==> src/rtl/pipeline_pkg.sv <==
// Shared pipeline definitions: scoreboard sizing defaults and the
// per-instruction-class result latencies seen at the ID stage.
package pipeline_pkg;

    localparam int NUM_REGS_DEF = 32;
    localparam int REG_AW_DEF   = 5;
    localparam int MAX_LAT_DEF  = 4;
    localparam int LAT_W_DEF    = 3;
    localparam int CNT_W_DEF    = 32;

    // Cycles until a result reaches a forwarding point
    localparam logic [LAT_W_DEF-1:0] LAT_ALU  = 3'd0;
    localparam logic [LAT_W_DEF-1:0] LAT_LOAD = 3'd1;
    localparam logic [LAT_W_DEF-1:0] LAT_MUL  = 3'd3;

endpackage

==> src/rtl/hazard_scoreboard_reg_countdown.sv <==
// One register's pending-result countdown: load on issue, otherwise
// count down to zero, hold everything while the pipeline is frozen.
module reg_countdown
    import pipeline_pkg::*;
#(
    parameter int LAT_W = LAT_W_DEF
) (
    input  logic             clk_i,
    input  logic             rst_i,
    input  logic             hold_i,
    input  logic             load_i,
    input  logic [LAT_W-1:0] load_val_i,
    output logic [LAT_W-1:0] cnt_o,
    output logic             nz_o
);

    logic [LAT_W-1:0] cnt_r;

    // Countdown register; a new issue takes priority over the decrement
    always_ff @(posedge clk_i or negedge rst_i) begin
        if (!rst_i) begin
            cnt_r <= '0;
        end else if (hold_i) begin
            cnt_r <= cnt_r;
        end else if (load_i) begin
            cnt_r <= load_val_i;
        end else if (cnt_r != '0) begin
            cnt_r <= cnt_r - LAT_W'(1);
        end else begin
            cnt_r <= cnt_r;
        end
    end

    assign cnt_o = cnt_r;
    assign nz_o  = (cnt_r != '0);

endmodule

==> src/rtl/hazard_scoreboard.sv <==
// ID-stage hazard scoreboard: per-register result countdowns drive the
// RAW/WAW stall decision, the PC / IF-ID write enables, the ID/EX bubble
// select and a saturating stall-cycle counter.
module hazard_scoreboard
    import pipeline_pkg::*;
#(
    parameter int NUM_REGS = NUM_REGS_DEF,
    parameter int REG_AW   = REG_AW_DEF,
    parameter int MAX_LAT  = MAX_LAT_DEF,
    parameter int LAT_W    = LAT_W_DEF,
    parameter int CNT_W    = CNT_W_DEF
) (
    input  logic              clk_i,
    input  logic              rst_i,
    input  logic              issue_valid_i,
    input  logic [REG_AW-1:0] issue_rs_i,
    input  logic [REG_AW-1:0] issue_rt_i,
    input  logic              issue_uses_rs_i,
    input  logic              issue_uses_rt_i,
    input  logic              issue_wr_i,
    input  logic [REG_AW-1:0] issue_rd_i,
    input  logic [LAT_W-1:0]  issue_lat_i,
    input  logic              flush_i,
    input  logic              freeze_i,
    output logic              stall_o,
    output logic              pcwrite_o,
    output logic              ifidwrite_o,
    output logic              bubble_o,
    output logic              busy_o,
    output logic [CNT_W-1:0]  stall_count_o
);

    // Every encodable address gets a slot so indexing is always in range;
    // r0 and any slot beyond NUM_REGS read as permanently idle.
    localparam int NUM_SLOTS = 1 << REG_AW;

    logic [LAT_W-1:0]     cnt_s [NUM_SLOTS];
    logic [NUM_SLOTS-1:0] nz_s;
    logic [LAT_W-1:0]     lat_eff_s;
    logic                 raw_s;
    logic                 waw_s;
    logic                 stall_s;
    logic                 accept_s;
    logic [CNT_W-1:0]     stall_cnt_r;

    for (genvar g = 0; g < NUM_SLOTS; g++) begin : g_reg
        if ((g >= 1) && (g < NUM_REGS)) begin : g_trk
            logic load_s;
            assign load_s = accept_s & issue_wr_i & (issue_rd_i == REG_AW'(g));
            reg_countdown #(.LAT_W(LAT_W)) u_cnt (
                .clk_i      (clk_i),
                .rst_i      (rst_i),
                .hold_i     (freeze_i),
                .load_i     (load_s),
                .load_val_i (lat_eff_s),
                .cnt_o      (cnt_s[g]),
                .nz_o       (nz_s[g])
            );
        end else begin : g_zero
            assign cnt_s[g] = '0;
            assign nz_s[g]  = 1'b0;
        end
    end

    // Hazard decision: clamp latency, then RAW on sources and WAW on dest
    always_comb begin
        lat_eff_s = issue_lat_i;
        raw_s     = 1'b0;
        waw_s     = 1'b0;
        if (issue_lat_i > LAT_W'(MAX_LAT)) begin
            lat_eff_s = LAT_W'(MAX_LAT);
        end else begin
            lat_eff_s = issue_lat_i;
        end
        raw_s = issue_valid_i &
                ((issue_uses_rs_i & (issue_rs_i != '0) & nz_s[issue_rs_i]) |
                 (issue_uses_rt_i & (issue_rt_i != '0) & nz_s[issue_rt_i]));
        // An older, slower write still in flight must not land after ours
        waw_s = issue_valid_i & issue_wr_i & (issue_rd_i != '0) &
                (cnt_s[issue_rd_i] > lat_eff_s);
    end

    // A flushed instruction never stalls and never creates an entry
    assign stall_s  = (raw_s | waw_s) & ~flush_i;
    assign accept_s = issue_valid_i & ~stall_s & ~flush_i & ~freeze_i;

    // Stall performance counter: frozen cycles excluded, sticks at all-ones
    always_ff @(posedge clk_i or negedge rst_i) begin
        if (!rst_i) begin
            stall_cnt_r <= '0;
        end else if (!freeze_i && stall_s && (stall_cnt_r != {CNT_W{1'b1}})) begin
            stall_cnt_r <= stall_cnt_r + CNT_W'(1);
        end else begin
            stall_cnt_r <= stall_cnt_r;
        end
    end

    assign stall_o       = stall_s;
    assign pcwrite_o     = ~stall_s;
    assign ifidwrite_o   = ~stall_s;
    assign bubble_o      = stall_s;
    assign busy_o        = |nz_s;
    assign stall_count_o = stall_cnt_r;

endmodule

==> config.mk <==
export PLATFORM = sky130hd
export DESIGN_NAME = hazard_scoreboard
export DESIGN_NICKNAME = d
export VERILOG_FILES = /design/src/rtl/pipeline_pkg.sv /design/src/rtl/hazard_scoreboard_reg_countdown.sv /design/src/rtl/hazard_scoreboard.sv
export SDC_FILE = /design/constraint.sdc
export NUM_CORES = 1
export LEC_CHECK = 0
export BUFFER_PORTS_ARGS = -buffer_cell sky130_fd_sc_hd__buf_2
export CAP_MARGIN = 20
export CORE_ASPECT_RATIO = 1.2
export CORE_MARGIN = 4
export CORE_UTILIZATION = 56
export DETAILED_ROUTE_END_ITERATION = 7
export PLACE_DENSITY = 0.81
export SYNTH_ARGS = -nofsm -noshare
export SYNTH_HDL_FRONTEND = slang
export SYNTH_HIERARCHICAL = 1
export SYNTH_SLANG_ARGS = --single-unit
==> constraint.sdc <==
create_clock -name clk_i -period 4.8 [get_ports clk_i]
set_input_delay 0.72 -clock clk_i [delete_from_list [all_inputs] [get_ports clk_i]]
set_output_delay 0.72 -clock clk_i [all_outputs]
set_load 0.01 [all_outputs]
==> results.py, run 1 <==
metrics = {
    "route": {
        "drt_first_pass_iters": 5,
        "finalWirelength_um": 25900,
        "wire_per_inst_um": 19.1,
        "drc_errors": 0,
        "drt_iter0_drc": 760,
        "avgViaCountPerCell": 6.37,
        "vias": 8650,
        "ant_nets": 0,
    },
    "timing": {
        "rsz0062_at_grt": "false",
        "finalHoldViolCount": 0,
        "skew_ns": 0.0125,
        "min_period_over_period_pct": 95.7,
        "worst_slew_pin_slew_ns": 1.09,
        "max_freq_mhz": 218,
        "final.min_clock_period_ns": 4.59,
        "relSlewSlack_pct": 27.4,
        "setup_viol": 0,
        "fin_tns_setup_ns": 0,
        "drv_slew": 0,
    },
    "power": {
        "p_leak_nw": 5.17,
        "p_sw_share_pct": 41.0,
        "p_switching_w": 0.00260,
        "power_frac_clock_pct": 18.3,
        "ir_drop_v": 0.000291,
        "cellPowerDensity_nw_per_um2": 551,
        "power.internal_w": 0.00374,
        "p_comb_share_pct": 49.9,
        "power_frac_seq_pct": 31.8,
        "power.total_w": 0.00634,
    },
    "worst_setup_path": {
        "r2r-end": "g_reg[28].g_trk.u_cnt/cnt_o[1]$_DFFE_PN0P_",
        "end_kind": "output pin",
        "cp-endpoint": "bubble_o",
        "crit_start": "issue_rd_i[0]",
        "arrival_ns": 3.87,
        "critical_path_buf_inv_count": 6,
        "regToRegSetupSlack_ns": 0.63,
        "worstPathCellList": "buf_2, buf_12, buf_4, mux4_2, mux4_2, nor2_1, nor2_1, ha_1, nand3_1, nand3_1, a221oi_1, nor3_1, a2bb2o_4, buf_4, nand2b_1, inv_1, buf_2",
        "crit_required_ns": 4.08,
        "crit_path_max_incr_delay_ns": 0.50,
        "cp.depth": 17,
        "crit_family": "multiplexers",
        "cp_max_fo": 11,
        "reg2reg_depth": 16,
        "r2r_start": "g_reg[31].g_trk.u_cnt/cnt_o[1]$_DFFE_PN0P_",
        "startpoint_type": "input port",
        "path_class": "input port to output pin",
        "slowest_stage": "mux4_2",
    },
    "synth": {
        "synth.avg_cell_area_um2": 9.86,
        "yosysSeqAreaShare_pct": 31.2,
        "yosysTopAreaCell": "dfrtp_1",
        "synth_common_cells": "dfrtp_1 (125), inv_1 (101), nor2_1 (98)",
        "synth_edf_count": 0,
        "ys_ff_latch": 125,
        "synth.distinct_cells": 50,
        "netlist_instances": 1018,
        "synthFlopType": "dfrtp_1",
        "netlist_area_um2": 10000,
        "yosysTopAreaCellShare_pct": 31.2,
        "async_flop_share_pct": 100,
        "synth.net_count": 1110,
        "yosysMostFrequentCell": "dfrtp_1",
        "ys_warn_count": 6,
        "synthTopCellsByArea": "dfrtp_1 (31%), mux4_2 (8.3%), ha_1 (8.2%)",
    },
    "grt": {
        "grt_pass1_wl_um": 41900,
        "antenna_found_initial": 0,
        "grt_usage_pct": 26.0,
        "grt_max_degree": 104,
        "grt_pass1_vias": 8412,
        "grt-ovfl-total": 0,
    },
    "final_layout": {
        "final_area_um2": 11500,
        "layout.cells.non_filler": 1357,
        "drive_above_1_share_pct": 23.3,
        "syn_to_final_growth_pct": 14.4,
        "diodes": 0,
        "fin_nets": 1218,
        "n_fill_cell": 1350,
    },
    "floorplan": {
        "fp.dieH_um": 155,
        "die_area_um2": 20100,
        "core_um2": 17600,
        "die_w_um": 130,
        "io_pins": 63,
        "fp-row-count": 53,
        "start_util_pct": 57.1,
    },
    "placement": {
        "dpl.cell_count": 1327,
        "io_buffer_count": 62,
        "hpwl_um": 18400,
        "place_congestion": 0.914,
        "place_area_um2": 11000,
    },
    "clocking": {
        "tritoncts": "done",
        "post_cts_buffers": 0,
        "clock_sinks": 125,
        "htreeDepth": 4,
        "clkTransAtPathRegs_ns": 0.05,
        "cts_buffer_depth": 2,
        "numCtsBuffers": 17,
        "root_buffer": "clkbuf_16",
        "clkLatencyLatePin_ns": 0.42,
    },
    "outcome": {
        "outcome": "finished, final reports clean",
    },
    "hold_path": {
        "min_path_type": "input port to asynchronous set/reset pin",
    },
    "run": {
        "maxCapViolations": 0,
    },
}
[layout by cell type (no fill, tap or decap), drive strengths merged, types with 4 or more instances in the layout]
cell type	count
nor2b	7
o21bai	31
clkbuf	25
nand2b	34
dfrtp	125
clkinv	4
mux2i	13
a21oi	63
inv	101
o2bb2ai	62
xnor2	31
nor4	10
nand2	32
and3	10
ha	66
nor3	33
nor4b	31
o21ai	35
nor2	98
buf	117
nand4	9
a22oi	62
and3b	32
nand3	35
mux4	38
[layout make-up]
type / count / area, um^2 / area share (%)
multi-input cells: 763 / 6410 / 55.8
clock buffers: 24 / 482 / 4.19
well taps: 220 / 275 / 2.40
clock inverters: 6 / 38.8 / 0.338
flip-flops and latches: 125 / 3130 / 27.2
repair buffers: 118 / 779 / 6.79
inverters: 101 / 379 / 3.30
[repair_timing]
| action | CTS | global route |
|---|---|---|
| hold buffers | 0 | 0 |
| hold endpoints to repair | 0 | 0 |
| resized for setup | 0 | 1 |
| setup endpoints to repair | 0 | 2 |
[worst min-delay path by stage]
stage,cells after the start,endpoint,startpoint
after floorplan,0,g_reg[10].g_trk.u_cnt/cnt_o[0]$_DFFE_PN0P_,rst_i
after global placement,1,stall_count_o[20]$_DFFE_PN0P_,stall_count_o[20]$_DFFE_PN0P_
after detailed placement,1,stall_count_o[26]$_DFFE_PN0P_,stall_count_o[26]$_DFFE_PN0P_
after CTS,1,g_reg[25].g_trk.u_cnt/cnt_o[2]$_DFFE_PN0P_,rst_i
after global routing,1,g_reg[19].g_trk.u_cnt/cnt_o[1]$_DFFE_PN0P_,rst_i
final,1,g_reg[19].g_trk.u_cnt/cnt_o[2]$_DFFE_PN0P_,rst_i
[state kept, by name, indices dropped and copies added, names as in the netlist]
name                 count
g.g_trk.u_cnt/cnt_o     93
stall_count_o           32
[kinds of logic (layout without fill, tap and decap cells)]
family,count (synthesis),in the layout,synth area share (%)
simple gates,349,349,24.2
compound gates,264,264,18.2
buf+inv,130,249,5.36
flops,125,125,31.2
fa+ha+maj,66,66,8.23
mux,53,53,10.1
xor+xnor,31,31,2.70
[through the flow]
stage	util [%]	setup slack [ns]	hold WS, ns
floorplan	-	0.0530	0.424
global placement	62.4	0.136	0.469
detailed placement	62.4	0.0249	0.480
CTS	65.4	0.172	0.432
global route	65.4	0.00898	0.464
finish	65.4	0.208	0.392
[power by group through the flow]
stage	combinational (W)	clock (W)	sequential, W
global route	0.00349	0.00122	0.00207
CTS	0.00314	0.00118	0.00200
detailed placement	0.00311	0	0.00201
finish	0.00316	0.00116	0.00201
floorplan	0.00252	0	0.00183
global placement	0.00297	0	0.00200
[layer usage]
layer / up-vias / global-route usage (%) / wire length (um) / part of all wire, %
met2: 396 / 43.3 / 12700 / 49
li1: 4011 / - / - / -
met4: 0 / 9.75 / 891 / 3.4
met5: - / 0 / 0 / 0
met1: 4162 / 33.1 / 10400 / 40
met3: 81 / 5.32 / 1920 / 7.4
[worst reg2reg max path: cells and delay by family (launching register included)]
kind                     cells  cell delay (ns)
buffers and inverters        1             0.16
flip-flops                   1             0.43
AO/OA/AOI/OAI                5             0.79
multiplexers                 2             0.99
AND/OR/NAND/NOR              7             1.39
adder cells (fa/ha/maj)      1             0.28
Power figures use the tool's default switching activity.
==> inputs of run 2 (changes only) <==
clock period = 3.8 ns   (was 4.8 ns; I/O delays follow)
==> run 2 against run 1 <==
The flow now finishes with violations (negative setup slack); largest cell class unchanged; clock power is 40% higher; critical path type is now flip-flop to flip-flop; power is 41% higher; first-iteration DRC count is 17% higher; critical path depth stayed put; wire length is 11% higher; final area is 9.8% higher; clock skew is 0.0018 ns lower; sequential power is 17% higher; worst setup slack worse by 0.54 ns; final cell count is 6.9% higher.
==> results.py, run 2 (synthesized netlist as in run 1, its figures left out) <==
metrics = {
    "floorplan": {
        "start_util_pct": 57.1,
        "fp.dieH_um": 155,
        "fp-row-count": 53,
        "io_pins": 63,
        "die_area_um2": 20100,
        "die_w_um": 130,
        "core_um2": 17600,
    },
    "route": {
        "vias": 9250,
        "avgViaCountPerCell": 6.37,
        "drc_errors": 0,
        "drt_iter0_drc": 888,
        "finalWirelength_um": 28900,
        "ant_nets": 0,
        "drt_first_pass_iters": 5,
        "wire_per_inst_um": 19.9,
    },
    "grt": {
        "grt_pass1_wl_um": 45900,
        "grt_max_degree": 98,
        "grt_pass1_vias": 9117,
        "grt-ovfl-total": 0,
        "antenna_found_initial": 1,
        "grt_usage_pct": 28.7,
    },
    "final_layout": {
        "n_fill_cell": 1234,
        "final_util_pct": 71.8,
        "final_cell_mix": "buf_4 (137), dfrtp_1 (125), inv_1 (100), nor2_1 (73), ha_1 (66)",
        "ff_latch_area_um2": 3130,
        "multi_input_area_um2": 6710,
        "diodes": 0,
        "fin_nets": 1310,
        "syn_to_final_growth_pct": 25.7,
        "largest_reg_flops": 93,
        "layout_commonest_cell": "buf_4",
        "layout.cells.non_filler": 1451,
        "drive_above_1_share_pct": 33.0,
    },
    "worst_setup_path": {
        "crit_start": "g_reg[26].g_trk.u_cnt/cnt_o[1]$_DFFE_PN0P_",
        "path_class": "flip-flop to flip-flop",
        "cp_max_fo": 7,
        "regToRegSetupSlack_ns": -0.33,
        "startpoint_type": "flip-flop",
        "end_kind": "flip-flop",
        "r2r-end": "g_reg[12].g_trk.u_cnt/cnt_o[0]$_DFFE_PN0P_",
        "r2r_start": "g_reg[26].g_trk.u_cnt/cnt_o[1]$_DFFE_PN0P_",
        "arrival_ns": 4.43,
        "reg2reg_depth": 17,
        "crit_required_ns": 4.10,
    },
    "clocking": {
        "numCtsBuffers": 17,
        "clock_sinks": 125,
        "clkLatencyLatePin_ns": 0.43,
        "cts_buffer_depth": 2,
        "tritoncts": "done",
        "htreeDepth": 4,
        "clkTransAtPathRegs_ns": 0.06,
        "root_buffer": "clkbuf_16",
    },
    "placement": {
        "place_congestion": 0.928,
        "io_buffer_count": 62,
        "hpwl_um": 19600,
        "dpl.cell_count": 1388,
    },
    "timing": {
        "skew_ns": 0.0107,
        "finalWorstSetupSlack_ns": -0.331,
        "finalHoldViolCount": 0,
        "drv_slew": 0,
        "max_freq_mhz": 242,
        "rsz0062_at_grt": "true",
        "final.min_clock_period_ns": 4.13,
        "setup_viol": 97,
        "fin_tns_setup_ns": -18.78,
        "min_period_over_period_pct": 109,
        "worst_slew_pin_slew_ns": 1.05,
        "relSlewSlack_pct": 29.8,
    },
    "hold_path": {
        "min_path_type": "input port to asynchronous set/reset pin",
    },
    "power": {
        "p_leak_nw": 5.75,
        "ir_drop_v": 0.000403,
        "cellPowerDensity_nw_per_um2": 710,
    },
    "run": {
        "maxCapViolations": 0,
    },
    "outcome": {
        "violations": "negative setup slack",
        "outcome": "finished with violations",
    },
}
[run 2: cell count changes in the layout (fill, tap and decap cells not counted), sizes merged]
cell,delta
buf,+93
clkbuf,-2
bufinv,+1
clkinv,+1
clkinvlp,+1
[run 2: how the worst max path moves through the flow]
stage                                                      end  slack (ns)  cells after the start
finish              g_reg[12].g_trk.u_cnt/cnt_o[0]$_DFFE_PN0P_       -0.33                     17
global route        g_reg[12].g_trk.u_cnt/cnt_o[1]$_DFFE_PN0P_       -0.51                     17
detailed placement  g_reg[23].g_trk.u_cnt/cnt_o[1]$_DFFE_PN0P_       -0.87                     19
floorplan            g_reg[6].g_trk.u_cnt/cnt_o[1]$_DFFE_PN0P_       -0.45                     20
CTS                                                    stall_o       -0.35                     14
global placement    g_reg[23].g_trk.u_cnt/cnt_o[1]$_DFFE_PN0P_       -0.79                     19
[run 2: critical path, stage by stage, from the launching register on]
cell	delay (ns)
dfrtp_1	0.40
mux4_2	0.50
mux4_2	0.49
nor2_2	0.12
nor2_1	0.06
ha_1	0.29
nor2b_1	0.14
o21ai_1	0.15
a221oi_2	0.10
nor4_2	0.26
a2bb2o_4	0.25
buf_6	0.11
or3_1	0.35
buf_12	0.18
nor2_4	0.20
nor2_1	0.11
a22oi_2	0.18
o2bb2ai_1	0.08
[run 2: timing repair]
item	CTS	global route
pin swaps	19	29
gates resized for setup	15	32
endpoints found under the setup margin	129	109
setup buffers	15	16
hold buffers	0	0
[run 2: stage by stage]
| step | cell area, um^2 | hold WS (ns) | power (W) | setup WS (ns) |
|---|---|---|---|---|
| global placement | 11600 | 0.471 | 0.00676 | -0.791 |
| global route | 12600 | 0.250 | 0.00956 | -0.508 |
| finish | 12600 | 0.189 | 0.00895 | -0.331 |
| CTS | 12400 | 0.217 | 0.00878 | -0.352 |
| detailed placement | 11600 | 0.485 | 0.00701 | -0.871 |
| floorplan | 10300 | 0.274 | 0.00555 | -0.448 |
[run 2: layer usage]
metal / track usage, % / share of wire [%] / up-vias
li1: - / - / 4203
met1: 35.6 / 39 / 4515
met2: 48.1 / 50 / 438
met3: 5.42 / 7.7 / 92
met4: 13.1 / 3.7 / 2
met5: 0 / 0.038 / -
[run 2: power breakdown]
group	internal (W)	switching (W)
combinational	0.00250	0.00249
sequential	0.00187	0.000477
clock	0.000984	0.000632
total	0.00535	0.00360
[run 2: area by class of cell]
type	count	share of cell area, %
clock buffers	23	3.95
clock inverters	9	0.674
inverters	101	3.02
multi-input cells	763	53.2
flip-flops and latches	125	24.8
well taps	220	2.18
repair buffers	210	12.2
